$ cat config.mk
export PLATFORM = sky130hd
export DESIGN_NAME = module_registro_pipeline_hs
export DESIGN_NICKNAME = d
export VERILOG_FILES = /design/src/rtl/module_registro_pipeline_hs.sv
export SDC_FILE = /design/constraint.sdc
export NUM_CORES = 1
export LEC_CHECK = 0
export CORE_ASPECT_RATIO = 0.8
export CORE_MARGIN = 2
export CORE_UTILIZATION = 48
export CTS_CLUSTER_DIAMETER = 60
export DETAILED_ROUTE_END_ITERATION = 7
export PLACE_DENSITY = 0.81
export SYNTH_ARGS = -nofsm -noshare
export SYNTH_HDL_FRONTEND = slang
export SYNTH_SLANG_ARGS = --single-unit
$ cat constraint.sdc
create_clock -name clk_i -period 3.14 [get_ports clk_i]
set_input_delay 0.471 -clock clk_i [delete_from_list [all_inputs] [get_ports clk_i]]
set_output_delay 0.471 -clock clk_i [all_outputs]
set_load 0.05 [all_outputs]
$ cat src/rtl/module_registro_pipeline_hs.sv
`default_nettype none
// ============================================================================
// Module      : module_registro_pipeline_hs
// Description : Chain of DEPTH valid/ready register stages with backpressure,
//               bubble collapsing, synchronous flush and an occupancy count.
//               The last stage drives dato_o/valid_o straight from registers.
// Revision    : 1.0 - initial release
// ============================================================================
module module_registro_pipeline_hs #(
  parameter int               WIDTH     = 8,
  parameter int               DEPTH     = 2,
  parameter logic [WIDTH-1:0] RESET_VAL = '0
) (
  input  logic                       clk_i,
  input  logic                       rst_i,
  input  logic                       flush_i,
  input  logic                       valid_i,
  output logic                       ready_o,
  input  logic [WIDTH-1:0]           dato_i,
  output logic                       valid_o,
  input  logic                       ready_i,
  output logic [WIDTH-1:0]           dato_o,
  output logic [$clog2(DEPTH+1)-1:0] ocupacion_o
);

  localparam int OCC_W = $clog2(DEPTH + 1);

  logic [DEPTH-1:0] valid_q, valid_d;
  logic [WIDTH-1:0] dato_q [DEPTH];
  logic [WIDTH-1:0] dato_d [DEPTH];
  logic [OCC_W-1:0] ocup_q, ocup_d;

  logic [DEPTH-1:0] adv;
  logic [DEPTH-1:0] in_valid;
  logic [WIDTH-1:0] in_dato [DEPTH];

  function automatic logic [OCC_W-1:0] popcount(input logic [DEPTH-1:0] v);
    logic [OCC_W-1:0] cnt;
    cnt = '0;
    for (int k = 0; k < DEPTH; k++) begin
      cnt = cnt + OCC_W'(v[k]);
    end
    return cnt;
  endfunction

  // Advance chain: a stage may move when it, or any stage downstream of it,
  // is empty, or when the consumer takes the head. Unrolled as a running OR
  // so the vector never feeds back on itself.
  always_comb begin : p_adv
    logic acc;
    adv = '0;
    acc = ready_i;
    for (int k = DEPTH - 1; k >= 0; k--) begin
      acc    = acc || !valid_q[k];
      adv[k] = acc;
    end
  end

  assign ready_o = adv[0] && !flush_i;

  // Stage inputs: stage 0 takes the upstream port, later stages their predecessor.
  for (genvar k = 0; k < DEPTH; k++) begin : g_stage_in
    if (k == 0) begin : g_head
      assign in_valid[k] = valid_i && ready_o;
      assign in_dato[k]  = dato_i;
    end else begin : g_body
      assign in_valid[k] = valid_q[k-1];
      assign in_dato[k]  = dato_q[k-1];
    end
  end

  // Next-state: flush clears valid bits only; data loads solely on a valid beat.
  always_comb begin
    valid_d = valid_q;
    for (int k = 0; k < DEPTH; k++) begin
      dato_d[k] = dato_q[k];
    end
    if (flush_i) begin
      valid_d = '0;
    end else begin
      for (int k = 0; k < DEPTH; k++) begin
        if (adv[k]) begin
          valid_d[k] = in_valid[k];
          if (in_valid[k]) begin
            dato_d[k] = in_dato[k];
          end
        end
      end
    end
    ocup_d = popcount(valid_d);
  end

  // Stage registers with asynchronous active-low reset.
  always_ff @(posedge clk_i or negedge rst_i) begin
    if (!rst_i) begin
      valid_q <= '0;
      ocup_q  <= '0;
      for (int k = 0; k < DEPTH; k++) begin
        dato_q[k] <= RESET_VAL;
      end
    end else begin
      valid_q <= valid_d;
      ocup_q  <= ocup_d;
      for (int k = 0; k < DEPTH; k++) begin
        dato_q[k] <= dato_d[k];
      end
    end
  end

  assign valid_o     = valid_q[DEPTH-1];
  assign dato_o      = dato_q[DEPTH-1];
  assign ocupacion_o = ocup_q;

endmodule
`default_nettype wire

==> results.yml <==
floorplan:
  io_pins: 25
  coreArea_um2: 1640
  die_area_um2: 2130
  num_rows: 13
  dieHeight_um: 41.7
  die_w_um: 51.1
  start_util_pct: 51.9
timing:
  tns_ns: 0
  period_minus_slack_ns: 2.51
  rsz0062_at_grt: "no"
  finClkSkew_ns: 0.00613
  hold_viol: 0
  timing.fmax_mhz: 398
  slew_violations: 0
  worst_slew_pin_slew_ns: 0.866
  relSlewSlack_pct: 42.1
  finalSetupViolations: 0
  fin_crit_sh_pct: 80.0
critical_path:
  cp.arrival_ns: 2.04
  worstPathMaxFanout: 3
  r2r-end: "dato_q[13]"
  critPathKind: "in2out"
  crit_required_ns: 2.67
  r2r_cells: 3
  endpoint_kind: "output pin"
  rrSetupSlack_ns: 1.45
  rr_startpoint: "valid_q[0]"
  critPathLaunchType: "input pin"
yosys:
  synth.area.mux_share_pct: 24.7
  synthesis.area_um2: 852
  synth_nets: 69
  synth_top_area_share_pct: 58.7
  yosys_warnings: 0
  syn_area_per_cell_um2: 15.5
  synthFlopType: "dfrtp_1"
  async_flop_share_pct: 100
  synth_seq_cells: 20
  synth.most_common_cell: "dfrtp_1"
  yosys-top-cells-area: "dfrtp_1 59%, mux2_4 14%, mux2_2 11%"
  synth_top_area_cell: "dfrtp_1"
  synth_top_family_by_area: "multiplexers"
  ys_seq_area_share_pct: 58.7
  yosys-top-cells-count: "20 x dfrtp_1, 8 x buf_4, 8 x mux2_2, 8 x mux2_4, 5 x nor2_1"
  ys_types: 11
  synth_compound_area_share_pct: 0
  synth_simple_gate_area_share_pct: 6.75
  synth_fa_ha_area_share_pct: 1.47
  synth-xor-area-share_pct: 0
  syn_inst: 55
  synth-edff-count: 0
clock_tree:
  post_cts_buffers: 0
  cts.path.max_buffers: 2
  cts_resized: 0
  clk_latency_ns: 0.29
  cts.sinks: 20
  cts_root_buffer: "clkbuf_4"
  cts_tree: "built"
  clk_pin_slew_ns: 0.10
  h-tree-depth: 1
  cts_buffers: 3
  hold_buffers: 0
layout:
  final_nets: 89
  antennaDiodeCount: 0
  area_delta_synth_final_pct: 25.7
  fill_cells: 122
  drive_above_1_share_pct: 28.8
  stdcell_count: 95
run:
  drv_cap: 0
placed_design:
  placedCellCount: 92
  io_buffers: 24
  gp_congestion: 0.746
worst_hold_path:
  min_from: "dato_q[12]"
  min_to: "dato_o[4]"
  hold_depth: 1
  worstHoldPathType: "reg2reg"
grt:
  grt_pass1_vias: 496
  grt.total_usage_pct: 14.1
  grt_pass1_wl_um: 2170
  grt_overflow: 0
  antenna_found_initial: 0
  grt_max_degree: 21
drt:
  antenna_left: 0
  drc: 0
  wl_per_cell_um: 12.9
  vias: 456
  routed_wl_um: 1220
  drt_pass1_iterations: 1
  dr.first_iter.drc_count: 0
  via_per_inst: 4.80
outcome:
  status: "finished clean"
power:
  power_density_nw_per_um2: 675
  vdd_ir_drop_max_uv: 393
  p_leak_nw: 0.489
[report_power, final]
part           total [mW]  leakage, nW  internal (mW)  switching (mW)
sequential          0.330        0.242          0.307          0.0235
clock               0.112       0.0138         0.0446          0.0674
combinational       0.280        0.233          0.118           0.162
[kinds of logic after synthesis]
| logic type | Yosys count |
|---|---|
| multiplexers | 16 |
| AND/OR/NAND/NOR | 9 |
| buffers and inverters | 9 |
| adder cells (fa/ha/maj) | 1 |
| flip-flops | 20 |
[worst max-delay path by stage]
stage                          start  depth (start not counted)       to
after global routing         ready_i                          4  ready_o
after global placement       ready_i                          4  ready_o
after detailed placement     ready_i                          4  ready_o
after floorplan           valid_q[1]                          2  ready_o
final                        ready_i                          4  ready_o
after CTS                    ready_i                          4  ready_o
[worst max-delay path, stage by stage]
cell,delay (ns)
clkdlybuf4s50_1,0.46
and3b_2,0.22
nor2_1,0.08
clkdlybuf4s50_1,0.80
[registers in the layout (all words and copies together), names as in the netlist]
| signal | count |
|---|---|
| dato_o | 8 |
| dato_q | 8 |
| ocupacion_o | 2 |
| valid_q | 2 |
[routing by layer]
metal,part of all wire (%),global-route usage (%),vias to the layer above,wire (um)
li1,-,-,214,-
met1,44,16.6,226,533
met2,48,22.6,14,588
met3,7.0,6.47,2,85
met4,1.3,4.86,0,16
met5,0,0,-,0
[cells in the final DEF (no fill, tap or decap), drive strengths merged]
cell type,Yosys,final
and2b,1,1
and3b,1,1
clkbuf,0,3
clkdlybuf4s50,0,24
dfrtp,20,20
ha,1,1
mux2,16,16
nor2,5,5
nor3b,1,1
or3b,1,1
[area by class of cell]
type	count	area, um^2	area share (%)
Sequential cell	20	500	46.7
Clock buffer	3	22.5	2.10
Timing Repair Buffer	24	240	22.4
Multi-Input combinational cell	26	280	26.2
Tap cell	22	27.5	2.57
[metrics by stage]
step                worst slack, ns  hold slack, ns  total power [mW]  util, %  cell area (um^2)
CTS                           0.618           0.519             0.734     65.2              1070
detailed placement            0.618           0.491             0.619     63.8              1050
global route                  0.538           0.530             0.763     65.2              1070
floorplan                      1.18           0.175             0.566        -               852
finish                        0.629           0.512             0.722     65.2              1070
global placement              0.641           0.486             0.614     63.8              1050
No activity file was read; power rests on OpenSTA's default activity.
